**src/rtl/mem_sched_pkg.sv**
```systemverilog
// Shared definitions for the RAM port scheduler.
//   state_e      : scheduler FSM encoding
//   GNT_*        : requester ids as driven on gnt_id_o
//   *_DEF        : default timing parameters
package mem_sched_pkg;

    typedef enum logic [1:0] {
        IDLE   = 2'b00,
        ACCESS = 2'b01,
        DONE   = 2'b10
    } state_e;

    localparam logic [1:0] GNT_F    = 2'd0;
    localparam logic [1:0] GNT_D    = 2'd1;
    localparam logic [1:0] GNT_L    = 2'd2;
    localparam logic [1:0] GNT_NONE = 2'd3;

    localparam int WAIT_CYCLES_DEF = 1;
    localparam int STARVE_MAX_DEF  = 3;

endpackage

```
**src/rtl/mem_prio_pick.sv**
```systemverilog
// Combinational 3-way priority pick for the RAM port.
// Loader beats data beats fetch, except that a starving fetch
// (starve_hit_i) is promoted above data. It never beats the loader.
//   f_req_i, d_req_i, l_req_i : pending requests
//   starve_hit_i              : fetch has lost STARVE_MAX arbitrations in a row
//   win_id_o                  : winning requester id (GNT_NONE when none)
//   win_valid_o               : at least one request is pending
module mem_prio_pick
    import mem_sched_pkg::*;
(
    input  logic       f_req_i,
    input  logic       d_req_i,
    input  logic       l_req_i,
    input  logic       starve_hit_i,
    output logic [1:0] win_id_o,
    output logic       win_valid_o
);

    always_comb begin
        win_id_o    = GNT_NONE;
        win_valid_o = 1'b1;
        if (l_req_i) begin
            win_id_o = GNT_L;
        end else if (f_req_i && starve_hit_i) begin
            win_id_o = GNT_F;
        end else if (d_req_i) begin
            win_id_o = GNT_D;
        end else if (f_req_i) begin
            win_id_o = GNT_F;
        end else begin
            win_valid_o = 1'b0;
        end
    end

endmodule

```
**src/rtl/mem_port_sched.sv**
```systemverilog
// Single-port program/data RAM scheduler shared by instruction fetch,
// data access (LDM/STM) and the loader/debug port.
//   clk_sys_i, rst_b_i      : clock, synchronous active-low reset
//   {f,d,l}_req_i           : requests, held until the matching ack
//   {d,l}_we_i, *_addr_i    : write enables and addresses
//   {d,l}_wdata_i           : write data
//   {f,d,l}_ack_o           : one-cycle completion pulses
//   rdata_o                 : captured read data, held until next read
//   busy_o, gnt_id_o        : access in flight / granted requester
//   ram_*                   : RAM port (all outputs registered)
//
// state  | meaning
// IDLE   | arbitrate; a winner loads the RAM registers
// ACCESS | RAM enabled; wait counter runs down, read data captured at 0
// DONE   | ack pulse for the latched requester, then back to IDLE
module mem_port_sched
    import mem_sched_pkg::*;
#(
    parameter int AW          = 8,
    parameter int DW          = 16,
    parameter int WAIT_CYCLES = WAIT_CYCLES_DEF,
    parameter int STARVE_MAX  = STARVE_MAX_DEF
) (
    input  logic          clk_sys_i,
    input  logic          rst_b_i,
    input  logic          f_req_i,
    input  logic          d_req_i,
    input  logic          l_req_i,
    input  logic          d_we_i,
    input  logic          l_we_i,
    input  logic [AW-1:0] f_addr_i,
    input  logic [AW-1:0] d_addr_i,
    input  logic [AW-1:0] l_addr_i,
    input  logic [DW-1:0] d_wdata_i,
    input  logic [DW-1:0] l_wdata_i,
    output logic          f_ack_o,
    output logic          d_ack_o,
    output logic          l_ack_o,
    output logic [DW-1:0] rdata_o,
    output logic          busy_o,
    output logic [1:0]    gnt_id_o,
    output logic          ram_en_o,
    output logic          ram_we_o,
    output logic [AW-1:0] ram_addr_o,
    output logic [DW-1:0] ram_wdata_o,
    input  logic [DW-1:0] ram_rdata_i
);

    localparam logic [2:0] WAIT_INIT  = 3'(WAIT_CYCLES);
    localparam logic [3:0] STARVE_LIM = 4'(STARVE_MAX);

    state_e        state_q, state_d;
    logic [2:0]    wait_q, wait_d;
    logic [3:0]    starve_q, starve_d;
    logic [1:0]    gnt_q, gnt_d;
    logic          ram_en_q, ram_en_d;
    logic          ram_we_q, ram_we_d;
    logic [AW-1:0] ram_addr_q, ram_addr_d;
    logic [DW-1:0] ram_wdata_q, ram_wdata_d;
    logic [DW-1:0] rdata_q, rdata_d;
    logic          f_ack_q, f_ack_d;
    logic          d_ack_q, d_ack_d;
    logic          l_ack_q, l_ack_d;
    logic          busy_q, busy_d;

    logic [1:0]    win_id;
    logic          win_valid;
    logic          starve_hit;
    logic          win_we;
    logic [AW-1:0] win_addr;
    logic [DW-1:0] win_wdata;

    assign starve_hit = f_req_i && (starve_q == STARVE_LIM);

    mem_prio_pick u_pick (
        .f_req_i      (f_req_i),
        .d_req_i      (d_req_i),
        .l_req_i      (l_req_i),
        .starve_hit_i (starve_hit),
        .win_id_o     (win_id),
        .win_valid_o  (win_valid)
    );

    always_comb begin
        state_d     = state_q;
        wait_d      = wait_q;
        starve_d    = starve_q;
        gnt_d       = gnt_q;
        ram_en_d    = ram_en_q;
        ram_we_d    = ram_we_q;
        ram_addr_d  = ram_addr_q;
        ram_wdata_d = ram_wdata_q;
        rdata_d     = rdata_q;
        busy_d      = busy_q;
        f_ack_d     = 1'b0;
        d_ack_d     = 1'b0;
        l_ack_d     = 1'b0;

        // fetch is read-only: it never drives a write or write data
        win_we    = 1'b0;
        win_addr  = f_addr_i;
        win_wdata = '0;
        case (win_id)
            GNT_D: begin
                win_we    = d_we_i;
                win_addr  = d_addr_i;
                win_wdata = d_wdata_i;
            end
            GNT_L: begin
                win_we    = l_we_i;
                win_addr  = l_addr_i;
                win_wdata = l_wdata_i;
            end
            default: ;
        endcase

        case (state_q)
            IDLE: begin
                gnt_d    = GNT_NONE;
                busy_d   = 1'b0;
                ram_en_d = 1'b0;
                ram_we_d = 1'b0;

                if (!f_req_i) begin
                    starve_d = '0;
                end else if (win_valid) begin
                    if (win_id == GNT_F) begin
                        starve_d = '0;
                    end else if (starve_q != STARVE_LIM) begin
                        starve_d = starve_q + 4'd1;
                    end
                end

                if (win_valid) begin
                    gnt_d       = win_id;
                    busy_d      = 1'b1;
                    ram_en_d    = 1'b1;
                    ram_we_d    = win_we;
                    ram_addr_d  = win_addr;
                    ram_wdata_d = win_wdata;
                    wait_d      = WAIT_INIT;
                    state_d     = ACCESS;
                end
            end

            ACCESS: begin
                if (wait_q != 3'd0) begin
                    wait_d = wait_q - 3'd1;
                end else begin
                    if (!ram_we_q) begin
                        rdata_d = ram_rdata_i;
                    end
                    ram_en_d = 1'b0;
                    ram_we_d = 1'b0;
                    f_ack_d  = (gnt_q == GNT_F);
                    d_ack_d  = (gnt_q == GNT_D);
                    l_ack_d  = (gnt_q == GNT_L);
                    state_d  = DONE;
                end
            end

            DONE: begin
                gnt_d   = GNT_NONE;
                busy_d  = 1'b0;
                state_d = IDLE;
            end

            default: begin
                gnt_d    = GNT_NONE;
                busy_d   = 1'b0;
                ram_en_d = 1'b0;
                ram_we_d = 1'b0;
                state_d  = IDLE;
            end
        endcase
    end

    always_ff @(posedge clk_sys_i) begin
        if (!rst_b_i) begin
            state_q     <= IDLE;
            wait_q      <= '0;
            starve_q    <= '0;
            gnt_q       <= GNT_NONE;
            ram_en_q    <= 1'b0;
            ram_we_q    <= 1'b0;
            ram_addr_q  <= '0;
            ram_wdata_q <= '0;
            rdata_q     <= '0;
            busy_q      <= 1'b0;
            f_ack_q     <= 1'b0;
            d_ack_q     <= 1'b0;
            l_ack_q     <= 1'b0;
        end else begin
            state_q     <= state_d;
            wait_q      <= wait_d;
            starve_q    <= starve_d;
            gnt_q       <= gnt_d;
            ram_en_q    <= ram_en_d;
            ram_we_q    <= ram_we_d;
            ram_addr_q  <= ram_addr_d;
            ram_wdata_q <= ram_wdata_d;
            rdata_q     <= rdata_d;
            busy_q      <= busy_d;
            f_ack_q     <= f_ack_d;
            d_ack_q     <= d_ack_d;
            l_ack_q     <= l_ack_d;
        end
    end

    assign f_ack_o     = f_ack_q;
    assign d_ack_o     = d_ack_q;
    assign l_ack_o     = l_ack_q;
    assign rdata_o     = rdata_q;
    assign busy_o      = busy_q;
    assign gnt_id_o    = gnt_q;
    assign ram_en_o    = ram_en_q;
    assign ram_we_o    = ram_we_q;
    assign ram_addr_o  = ram_addr_q;
    assign ram_wdata_o = ram_wdata_q;

endmodule

```
**config.mk**
```make
export PLATFORM = sky130hd
export DESIGN_NAME = mem_port_sched
export DESIGN_NICKNAME = d
export VERILOG_FILES = /design/src/rtl/mem_sched_pkg.sv /design/src/rtl/mem_prio_pick.sv /design/src/rtl/mem_port_sched.sv
export SDC_FILE = /design/constraint.sdc
export NUM_CORES = 1
export LEC_CHECK = 0
export CAP_MARGIN = 20
export CORE_MARGIN = 2
export CORE_UTILIZATION = 35
export DETAILED_ROUTE_END_ITERATION = 8
export GPL_ROUTABILITY_DRIVEN = 1
export GPL_TIMING_DRIVEN = 0
export PLACE_DENSITY = 0.71
export REMOVE_ABC_BUFFERS = 1
export SLEW_MARGIN = 0
export SYNTH_ARGS = -nofsm -noshare
export SYNTH_HDL_FRONTEND = slang
export SYNTH_SLANG_ARGS = --single-unit
```
**constraint.sdc**
```tcl
create_clock -name clk_sys_i -period 6.54 [get_ports clk_sys_i]
set_input_delay 1.308 -clock clk_sys_i [delete_from_list [all_inputs] [get_ports clk_sys_i]]
set_output_delay 1.308 -clock clk_sys_i [all_outputs]
set_load 0.01 [all_outputs]
```
# [After elaboration in Yosys (flattened, before gate mapping)]
# Index checks and enable logic that the tools add are counted.
[op_classes] add_sub_neg=2 n_eq_ne=13 n_mux=29 bitwise=5 n_reduce_logical=14
[ops] op="16-bit case mux with 2 select lines" n=1
[ops] op="4-bit 2-to-1 mux" n=4
[ops] op="8-bit case mux with 2 select lines" n=1
[ops] op="2-bit 2-to-1 mux" n=7
[ops] op="3-bit AND reduction" n=3
[ops] op="2-bit case mux with 2 select lines" n=2
[ops] op="1-bit 2-to-1 mux" n=7
[ops] op="2-bit by 1-bit equality test with 1-bit output (second input constant)" n=3
[ops] op="2-bit equality test (second input constant)" n=3
[ops] op="2-bit logical NOT" n=3
[ops] op="3-bit 2-to-1 mux" n=2
[ops] op="1-bit case mux with 3 select lines" n=2
[ops] op="3-bit case mux with 2 select lines" n=1
[ops] op="2-bit AND reduction" n=3
[ops] op="1-bit inverter" n=5
[ops] op="4-bit by 1-bit adder with 4-bit output (second input constant)" n=1
[ops] op="4-bit by 2-bit equality test with 1-bit output (second input constant)" n=1
[ops] op="2-bit by 1-bit != test with 1-bit output (second input constant)" n=2
[ops] op="2-bit != test (second input constant)" n=2
[ops] op="4-bit by 2-bit != test with 1-bit output (second input constant)" n=1
[ops] op="1-bit case mux with 2 select lines" n=2
[ops] op="3-bit by 1-bit != test with 1-bit output (second input constant)" n=1
[ops] op="3-bit nonzero test" n=1
[ops] op="3-bit OR reduction" n=1
[ops] op="3 further kinds" n=4
[totals] reg_bits=57 input_bits=79 output_inout_bits=48 elab_cells=76

# [Logic depth before layout (Yosys ltp)]
# Gate-level depths: netlist of the first run.
[logic_depth] ltp_word=9 ltp_mapped=12 depth_no_buf=10

# [Cells and area by module]
# Synthesis of the first run repeated with hierarchy kept, for this count alone.
[unflattened] hier_cells=284 hier_area_um2=2492.4
[by_module_without_submodules] mod="mem_port_sched" n_inst=1 cells_each=280 area_each_um2=2467.4 seq_area_each_um2=1141.1
[by_module_without_submodules] mod="mem_prio_pick" n_inst=1 cells_each=4 area_each_um2=25.0 seq_area_each_um2=0.0

# [Least setup slack after synthesis of the first run]
# No wires, ideal clock.
[synth_path] path_type="in2reg" startpoint="input f_req_i" endpoint="register ram_wdata_q[13] (netlist: ram_wdata_o[13])" setup_time_ps=65 arrival_time_ps=2796 required_ps=6475 slack_ps=3679 path_stages=10 n_path_buf=2 cell_sequence="a21boi_0 > or2_2 > inv_1 > ha_1 > buf_1 > clkbuf_1 > a22oi_1 > nor4_1 > a21oi_1 > nor2b_1"
[synth_between] elab_chain_cells=6 word_cells_on_any_way=14 classes_between="2 x eq/ne; 9 x mux; 3 x reduce/logical"
[synth_lines] element="from (decl)" line="mem_port_sched.sv:26" source="input logic f_req_i,"
[synth_lines] element="2-bit 2-to-1 mux or 1-bit logical AND (tied branches)" line="mem_prio_pick.sv:28, mem_port_sched.sv:73"
[synth_lines] element="2-bit 2-to-1 mux or 1-bit logical AND (tied branches)" line="mem_prio_pick.sv:26, mem_prio_pick.sv:24"
[synth_lines] element="2-bit 2-to-1 mux" line="mem_prio_pick.sv:24" source="end else if (f_req_i && starve_hit_i) begin"
[synth_lines] element="2-bit 2-to-1 mux" line="mem_prio_pick.sv:22" source="if (l_req_i) begin"
[synth_lines] element="2-bit equality test or 2-bit by 1-bit equality test with 1-bit output (tied branches)" line="mem_port_sched.sv:103" source="case (win_id)"
[synth_lines] element="16-bit case mux with 2 select lines" line="mem_port_sched.sv:103"
[synth_lines] element="to (signal assigned)" line="mem_port_sched.sv:201" source="ram_wdata_q <= ram_wdata_d;"
[synth_lines] element="to (decl)" line="mem_port_sched.sv:59" source="logic [DW-1:0] ram_wdata_q, ram_wdata_d;"
# Several ways; a longest one is shown, not always the timed one.
# A chain may end at the register's enable or synchronous reset.

# [Worst setup path in the final report of the first run]
[layout_path] startpoint="input f_req_i" endpoint="register ram_we_q (netlist: ram_we_o)"
[layout_between] elab_chain_cells=8 word_cells_on_any_way=15 classes_between="2 x eq/ne; 11 x mux; 2 x reduce/logical"
[layout_lines] element="2-bit 2-to-1 mux or 1-bit logical AND (tied branches)" line="mem_prio_pick.sv:28, mem_port_sched.sv:73"
[layout_lines] element="2-bit 2-to-1 mux or 1-bit logical AND (tied branches)" line="mem_prio_pick.sv:26, mem_prio_pick.sv:24"
[layout_lines] element="2-bit 2-to-1 mux" line="mem_prio_pick.sv:24"
[layout_lines] element="2-bit 2-to-1 mux" line="mem_prio_pick.sv:22"
[layout_lines] element="2-bit equality test or 2-bit by 1-bit equality test with 1-bit output (tied branches)" line="mem_port_sched.sv:103"
[layout_lines] element="1-bit case mux with 2 select lines" line="mem_port_sched.sv:103"
[layout_lines] element="1-bit 2-to-1 mux *" line="mem_port_sched.sv:134" source="if (win_valid) begin"
[layout_lines] element="1-bit case mux with 3 select lines *" line="mem_port_sched.sv:117" source="case (state_q)"
[layout_lines] element="to (signal assigned)" line="mem_port_sched.sv:199" source="ram_we_q <= ram_we_d;"
[layout_lines] element="to (decl)" line="mem_port_sched.sv:57" source="logic ram_we_q, ram_we_d;"
# Mark *: on every way between the ends. The rest lies on a longest branch, timed or not.

==> impl_metrics.json, run 1 <==
{
  "worstPathArrival_ns": 3.76,
  "dr_wl_met3_microns": 483,
  "final_cell_mix": "125 x clkdlybuf4s50_1, 57 x dfxtp_1, 41 x nand2_1",
  "dieArea_sq_um": 8201,
  "switching_share": 0.2895,
  "place_congestion": 0.7179,
  "synth-seq-cells": 57,
  "endpoint_kind": "flop",
  "hold_class": "reg2reg",
  "cap_violations": 0,
  "h-tree-depth": 3,
  "r2r_start": "starve_q[0]",
  "synth-adder-area-share": 0.02863,
  "clock_path_buffers": 2,
  "die_x_microns": 90.56,
  "period_needed_ns": 3.497,
  "power.switching_mw": 0.2637,
  "cts_setup_buffers": 0,
  "fin_skew_ns": 0.008402,
  "slew_violations": 0,
  "fin_setup_tns_ns": 0,
  "grt_pass1_wl_microns": 12210,
  "yosysUniqueCellTypes": 36,
  "rsz0062_at_grt": "false",
  "powerDensity_nw_per_um2": 224.6,
  "critPathLaunch": "f_req_i",
  "synth_compound_area_frac": 0.2133,
  "synth_mux_area_frac": 0.003817,
  "postLayoutCoreUtil": 0.5593,
  "setup_viol": 0,
  "clock_latency_ns": 0.33,
  "syn_inst": 303,
  "numCtsBuffers": 9,
  "n_antenna_cell": 0,
  "ys_warn_count": 0,
  "status": "complete, no violations",
  "worst_ep_required_time_ns": 6.80,
  "core_area_sq_um": 7253,
  "antenna_found_initial": 0,
  "ys_top_cells_by_area": "dfxtp_1 44%, nor2b_1 8.1%, nand2_1 5.9%, a22oi_1 4.9%, a21boi_0 4.6%",
  "cts_resized": 0,
  "post-route-period-util": 0.5347,
  "slew-limit-headroom": 0.2846,
  "crit_fanout": 25,
  "mappedNetlistArea_sq_um": 2623,
  "timing.reg2reg.setup_slack_ns": 3.62,
  "hold_viol": 0,
  "synth.top_cell.area_share": 0.4351,
  "ant_nets": 0,
  "vias": 2599,
  "yosysTopAreaCell": "dfxtp_1",
  "pwr-share-seq": 0.431,
  "yosys.area_share.simple": 0.2591,
  "ioPinCount": 127,
  "cts_tree": "yes",
  "combPwrFrac": 0.266,
  "p_leak_nw": 1.436,
  "ir_worst_vdd_mv": 0.09665,
  "core.rowCount": 31,
  "layout-drive-gt1-share": 0.05476,
  "drt_first_pass_iters": 4,
  "wirelength_microns": 7430,
  "layout_commonest_cell": "clkdlybuf4s50_1",
  "drc": 0,
  "timing.fmax_mhz": 286.0,
  "rr_endpoint": "ram_we_o",
  "initial_utilization": 0.3616,
  "grt_usage": 0.1825,
  "worstMarginPinSlew_ns": 1.073,
  "cts-hold-fix-buffers": 0,
  "grt_pass1_vias": 2520,
  "cts_root_buf": "clkbuf_8",
  "critical_path_class": "in2reg",
  "dpl.hpwl_microns": 5227,
  "top_layer": "met4",
  "regArea_sq_um": 1141,
  "clockPowerShare": 0.303,
  "area_delta_synth_final_pct": 54.68,
  "fill_cells": 693,
  "multiInputGateArea_sq_um": 1333,
  "clk_pin_slew_ns": 0.06,
  "internal_power_mw": 0.6472,
  "clock_sinks": 57,
  "nets": 501,
  "wl_per_cell_microns": 14.32,
  "wl_met1_microns": 3458,
  "port_buffers": 126,
  "grt-ovfl-total": 0,
  "die_height_microns": 90.56,
  "viasPerCell": 5.008,
  "grt_max_degree": 56,
  "synth_top_family_by_area": "simple AND/OR/NAND/NOR gates",
  "crit_path_end": "ram_we_o",
  "drt-initial-drc-count": 66,
  "synth.avg_cell_area_sq_um": 8.655,
  "hold-worst-slack_ns": 0.4521,
  "yosysSeqAreaShare": 0.4351,
  "critPathLaunchType": "input port",
  "r2r_cells": 9,
  "yosys.area_share.xor_xnor": 0.003340,
  "met2_length_microns": 3349
}
==> per-stage QoR <==
| stage | power (mW) | worst slack (ns) | instance area, sq um | std cells |
|---|---|---|---|---|
| 2_1_floorplan | 0.5089 | 3.698 | 2492 | 277 |
| 3_3_place_gp | 0.6379 | 2.470 | 3877 | 502 |
| 3_5_place_dp | 0.6439 | 2.666 | 3895 | 504 |
| 4_1_cts | 0.9214 | 3.000 | 4056 | 519 |
| 5_1_grt | 0.9618 | 2.778 | 4056 | 519 |
| 6_report | 0.9109 | 3.043 | 4056 | 519 |
==> worst min-delay path by stage <==
stage | startpoint | to | slack, ns | cells after the start
4_1_cts | busy_o | busy_o | 0.46 | 2
2_1_floorplan | starve_q[1] | starve_q[1] | 0.46 | 2
3_5_place_dp | rdata_o[5] | rdata_o[5] | 0.45 | 2
3_3_place_gp | rdata_o[5] | rdata_o[5] | 0.44 | 2
5_1_grt | busy_o | busy_o | 0.48 | 2
6_report | busy_o | busy_o | 0.45 | 2
==> layer usage <==
metal  vias up  global-route usage
met5         -                   0
met1      1187              0.2308
met4         0             0.07051
met2        99              0.2966
li1       1300                   -
met3        13             0.04841
==> synthesized netlist by cell type <==
cell      number
or3_1          1
ha_1           6
o31ai_1        8
or2_2          2
nor3_2         2
nor2_1         4
nand2_1       41
nor3b_1        3
or3b_2         1
or2_4          1
a21boi_0      16
a22oi_1       17
nand3_1       11
o22ai_1        2
nand4b_1       1
nor2b_1       34
a21oi_1       19
o211ai_1       1
and3_1         2
mux2i_1        1
buf_2          2
nor3_1         1
buf_1          2
a31oi_1        1
a221oi_1       8
a21boi_1       4
o21ai_0        3
clkbuf_1      18
buf_6          4
nand2b_1       4
dfxtp_1       57
nor4_1        17
o21a_1         2
xnor2_1        1
or2_0          1
inv_1          5
==> flip-flops by register name, summed over array words and instances, names as in the netlist, 2 cells and up <==
name         cells
ram_wdata_o     16
state_q          2
gnt_id_o         2
wait_q           3
ram_addr_o       8
starve_q         4
rdata_o         16
==> cell families (layout without fill, tap and decap cells) <==
family                   after synthesis  count (layout)
AO/OA/AOI/OAI                         81              81
XOR/XNOR                               1               1
adder cells (fa/ha/maj)                6               6
buffers and inverters                 31             148
flip-flops                            57              57
multiplexers                           1               1
AND/OR/NAND/NOR                      126             126
==> worst max-delay path, cell delays in order <==
cell	delay, ns
clkdlybuf4s50_1	0.48
a21boi_0	0.15
or2_2	0.32
inv_1	0.08
ha_1	0.83
a22oi_1	0.15
nor4_1	0.25
a21oi_1	0.08
nor2b_1	0.11
==> area by class of cell <==
type,instances,share of cell area
sequential,57,0.2813
tap,99,0.03054
multi-input combinational,215,0.3285
clock buffer,11,0.03486
inverter,5,0.004627
clock inverter,4,0.004935
timing repair buffer,128,0.3152
==> power by group through the flow <==
stage / clock network, mW / registers (mW) / logic [mW]
3_5_place_dp: 0 / 0.400 / 0.244
3_3_place_gp: 0 / 0.399 / 0.239
4_1_cts: 0.284 / 0.392 / 0.245
2_1_floorplan: 0 / 0.410 / 0.0984
6_report: 0.276 / 0.392 / 0.242
5_1_grt: 0.300 / 0.396 / 0.266
No activity file was read; power rests on OpenSTA's default activity.
==> run 2: changes to the inputs <==
==> constraint.sdc (replaced) <==
create_clock -name clk_sys_i -period 3.3 [get_ports clk_sys_i]
set_input_delay 0.66 -clock clk_sys_i [delete_from_list [all_inputs] [get_ports clk_sys_i]]
set_output_delay 0.66 -clock clk_sys_i [all_outputs]
set_load 0.01 [all_outputs]
==> results of run 2 <==
Same layout as run 1 (identical final DEF). Status: complete, no violations.
Among the figures that moved: setup slack after placement 2.666 ns -> 0.07427 ns; setup slack after layout 3.043 ns -> 0.3794 ns; start point of the critical path f_req_i -> starve_q[0]; register-to-register setup slack 3.62 ns -> 0.38 ns; total power 0.9109 mW -> 1.805 mW; worst IR drop on VDD 0.09665 mV -> 0.1915 mV
==> RTL edit 1: new RTL, settings of run 1 <==
The parameter `DW` goes from 16 to 24.
--- a/src/rtl/mem_port_sched.sv
+++ b/src/rtl/mem_port_sched.sv
@@ -17,7 +17,7 @@
     import mem_sched_pkg::*;
 #(
     parameter int AW          = 8,
-    parameter int DW          = 16,
+    parameter int DW          = 24,
     parameter int WAIT_CYCLES = WAIT_CYCLES_DEF,
     parameter int STARVE_MAX  = STARVE_MAX_DEF
 ) (
Interface: changed (5 resized); port bits go from 127 to 167. No check against the original RTL was run, so the function may have changed too.
==> RTL edit 1 against run 1 <==
Design area grew 33%; area after synthesis is 25% higher; sequential cell count grew 16; wire length grew 36%; global-route usage grew 1.5 points; first-iteration DRC count grew 41%; register-to-register slack improved by 0.14 ns; setup slack gained 0.12 ns; sequential power increased by 28%; power up 44%; non-clock buffer count rose by 46.
==> RTL edit 1: results (changes against run 1) <==
status:
  status: "completed"
drt:
  wl_met1_um: 4493  # +30%
  dr_wl_met3_um: 799  # +65%
  drt_iter0_markers: 93  # +41%
  vias_per_cell: 5.188  # +3.6%
  wl_met2_um: 4694  # +40%
final_layout:
  diodes: 0  # unchanged
  drive_gt1_share_pct: 5.751  # +0.28 points
  fin_cells: 650  # +25%
  seq_area_mm2: 0.001461  # +28%
  layout.nets: 643  # +28%
  nFillCells: 803  # +16%
logic_synthesis:
  ys_seq_area_share_pct: 44.46  # +0.95 points
  synth_fa_ha_area_share_pct: 2.284  # -0.58 points
  synth_xor_area_share_pct: 0.2665  # -0.068 points
  synth_mux_area_share_pct: 0.3045  # -0.077 points
  synthTopCellsByArea: "dfxtp_1, nor2b_1, nand2_1"
  synth_compound_area_share_pct: 22.08  # +0.75 points
  synthTopCellsByCount: "dfxtp_1, nand2_1, nor2b_1"
  syn-instance-count: 384  # +27%
worst_setup_path:
  r2r_end: "ram_wdata_o[12]$_SDFFE_PN0P_"
  startpoint: "d_req_i"
  regToRegSetupSlack_ns: 3.76  # +0.14 ns
  worstPathArrival_ns: 3.66  # -0.10 ns
  endpoint: "ram_wdata_o[16]$_SDFFE_PN0P_"
  cp_max_fo: 26  # +4.0%
  reg2regPathDepth: 11  # +2
global_route:
  gr-usage-met2_pct: 34.31  # +4.6 points
  grt_first_pass_wirelength_um: 15880  # +30%
  grt_use_met1_pct: 23.25  # +0.17 points
  grt_util_met3_pct: 6.657  # +1.8 points
  grt_pass1_vias: 3302  # +31%
  grt_max_degree: 39  # -30%
cts:
  post_cts_buffers: 0  # unchanged
  clk_latency_ns: 0.35  # +0.02 ns
place:
  dp_cells: 634  # +26%
  post-place-ws_ns: 2.824  # +0.1578 ns
  place_area_mm2: 0.005130  # +32%
  gp_congestion: 0.7484  # +4.2%
sta:
  finClkSkew_ns: 0.008075  # -0.0003270 ns
  post-route-min-period_ns: 3.378  # -0.1184 ns
  max_slew_margin_pct: 43.87  # +15 points
power:
  peakVddDrop_mv: 0.1143  # +18%
[RTL edit 1: final cells by class]
class | instances | area share (%)
inverter | 5 | 0.3471
sequential | 73 | 27.03
tap | 111 | 2.569
multi-input combinational | 271 | 30.76
clock inverter | 5 | 2.314
clock buffer | 11 | 2.800
timing repair buffer | 174 | 34.18
[RTL edit 1: worst min-delay path by stage]
| stage | from | end | slack (ns) |
|---|---|---|---|
| floorplan | starve_q[1]$_SDFFE_PN0P_ | starve_q[1]$_SDFFE_PN0P_ | 0.46 |
| global placement | rdata_o[17]$_SDFFE_PN0P_ | rdata_o[17]$_SDFFE_PN0P_ | 0.44 |
| detailed placement | rdata_o[8]$_SDFFE_PN0P_ | rdata_o[8]$_SDFFE_PN0P_ | 0.44 |
| CTS | rdata_o[8]$_SDFFE_PN0P_ | rdata_o[8]$_SDFFE_PN0P_ | 0.46 |
| global route | rdata_o[8]$_SDFFE_PN0P_ | rdata_o[8]$_SDFFE_PN0P_ | 0.46 |
| finish | rdata_o[8]$_SDFFE_PN0P_ | rdata_o[8]$_SDFFE_PN0P_ | 0.45 |
[RTL edit 1: kinds of logic after synthesis]
group / after synthesis
AO/OA/AOI/OAI: 105
XOR/XNOR: 1
adder cells (fa/ha/maj): 6
buffers and inverters: 40
flip-flops: 73
multiplexers: 1
AND/OR/NAND/NOR: 158
[RTL edit 1: power by group]
group          switching (mW)  internal, mW
logic                   0.154         0.179
clock network           0.168         0.312
registers              0.0204         0.480
total                   0.342         0.971
[RTL edit 1: worst max-delay path, cell delays in order]
cell and delay, ns:
clkdlybuf4s50_1 0.55, a21boi_0 0.12, or2_2 0.33, inv_1 0.08, ha_1 0.55, buf_16 0.24
a22oi_1 0.10, nor4_1 0.19, a21oi_1 0.07, nor2b_1 0.12
==> RTL edit 2: new RTL, flow settings as in run 1 <==
Without the edit above. Re-encode `state_e` (3 states) as one-hot, 3 bits wide.
--- a/src/rtl/mem_sched_pkg.sv
+++ b/src/rtl/mem_sched_pkg.sv
@@ -4,10 +4,10 @@
 //   *_DEF        : default timing parameters
 package mem_sched_pkg;
 
-    typedef enum logic [1:0] {
-        IDLE   = 2'b00,
-        ACCESS = 2'b01,
-        DONE   = 2'b10
+    typedef enum logic [2:0] {
+        IDLE   = 3'b001,
+        ACCESS = 3'b010,
+        DONE   = 3'b100
     } state_e;
 
     localparam logic [1:0] GNT_F    = 2'd0;
Function: no difference found for any inputs over 10 cycles, from zero or initial values and one cycle with rst_b_i low; not proved beyond that.
==> RTL edit 2 against run 1 <==
Count of clock-buffer cells in the layout unchanged; clock power increased by 27%; cell count increased by 3.7%; global-route usage decreased by 1.2 points; design area increased by 3.8%; power increased by 5.7%; area after synthesis increased by 4.5%; sequential cell count increased by 1; wire length decreased by 6.2%; setup slack got worse by 0.14 ns.
==> RTL edit 2: results (changes against run 1) <==
power:
  p_int_mw: 0.7070  # +9.2%
  power_frac_clock_pct: 36.3  # +6.0 points
  seqPwrFrac_pct: 41.1  # -2.0 points
  peakVddDrop_mv: 0.1202  # +24%
logic_synthesis:
  synth_xor_area_share_pct: 0.3195  # -0.014 points
  synthTopCellsByArea: "dfxtp_1, nand2_1, a22oi_1"
  synth_mux_area_share_pct: 0  # -0.38 points
  synth_fa_ha_area_share_pct: 2.738  # -0.12 points
  synth_compound_area_share_pct: 24.10  # +2.8 points
  avgSynthCellArea_um2: 8.648  # about the same
  synth_cell_type_count: 39  # +8.3%
  ys.flop_type: "dfxtp_1"
  ys_seq_area_share_pct: 42.36  # -1.2 points
place:
  dp_cells: 522  # +3.6%
  place_area_mm2: 0.004001  # +2.7%
  post-place-ws_ns: 2.570  # -0.09613 ns
  dp_hpwl_um: 4809  # -8.0%
cts:
  cts_buffer_depth: 2  # unchanged
  cts_resized: 0  # unchanged
worst_setup_path:
  worstPathArrival_ns: 3.88  # +0.12 ns
global_route:
  grt_use_total_pct: 17.03  # -1.2 points
  grt_pass1_vias: 2512  # -0.32%
  grt_first_pass_wirelength_um: 11650  # -4.6%
  grt_max_degree: 51  # -8.9%
sta:
  tightest_slew_ns: 0.9949  # -0.07820 ns
  finClkSkew_ns: 0.008529  # +0.0001268 ns
drt:
  routedWlPerCell_um: 12.96  # -9.5%
  drt_iter0_markers: 76  # +15%
  num_vias: 2595  # -0.15%
  vias_per_cell: 4.823  # -3.7%
status:
  status: "completed"
[RTL edit 2: changes by cell type after synthesis, moves of 12 or more]
cell,run 1,this run
nand2_1,41,53
or3_1,1,18
nor4_1,17,0
nor2b_1,34,5
[RTL edit 2: cell families (layout without fill, tap and decap cells)]
family / Yosys count / count (layout)
flops: 58 / 58
simple gates: 131 / 131
fa+ha+maj: 6 / 6
compound gates: 91 / 91
xor+xnor: 1 / 1
buf+inv: 30 / 149
[RTL edit 2: final cells by class]
class / count / area (um^2)
Timing Repair Buffer: 126 / 1256
Inverter: 7 / 26.28
Multi-Input combinational cell: 229 / 1430
Fill cell: 725 / 3436
Clock buffer: 11 / 131.4
Sequential cell: 58 / 1161
Tap cell: 102 / 127.6
Clock inverter: 5 / 78.83
[RTL edit 2: worst max-delay path: stages]
cell             delay (ns)
clkdlybuf4s50_1        0.46
nor4bb_1               0.15
nor3_1                 0.36
ha_1                   0.89
a22oi_1                0.20
or3_1                  0.35
a21boi_0               0.15
[RTL edit 2: layer usage]
metal	GRT usage (%)	up-vias	share of wire [%]
li1	-	1333	-
met1	19.61	1176	44
met2	29.50	75	48
met3	5.940	11	6.6
met4	5.473	0	1.3
met5	0	-	0
[RTL edit 2: path summary, 6_finish.rpt]
check / start / endpoint / slack (ns) / cells past startpoint
min: ram_wdata_o[10]$_SDFFE_PN0P_ / ram_wdata_o[10]$_SDFFE_PN0P_ / 0.45 / 2
max reg2reg: starve_q[0]$_SDFFE_PN0P_ / ram_wdata_o[3]$_SDFFE_PN0P_ / 3.78 / 7
max: f_req_i / ram_wdata_o[3]$_SDFFE_PN0P_ / 2.91 / 7
min reg2reg: ram_wdata_o[10]$_SDFFE_PN0P_ / ram_wdata_o[10]$_SDFFE_PN0P_ / 0.45 / 2
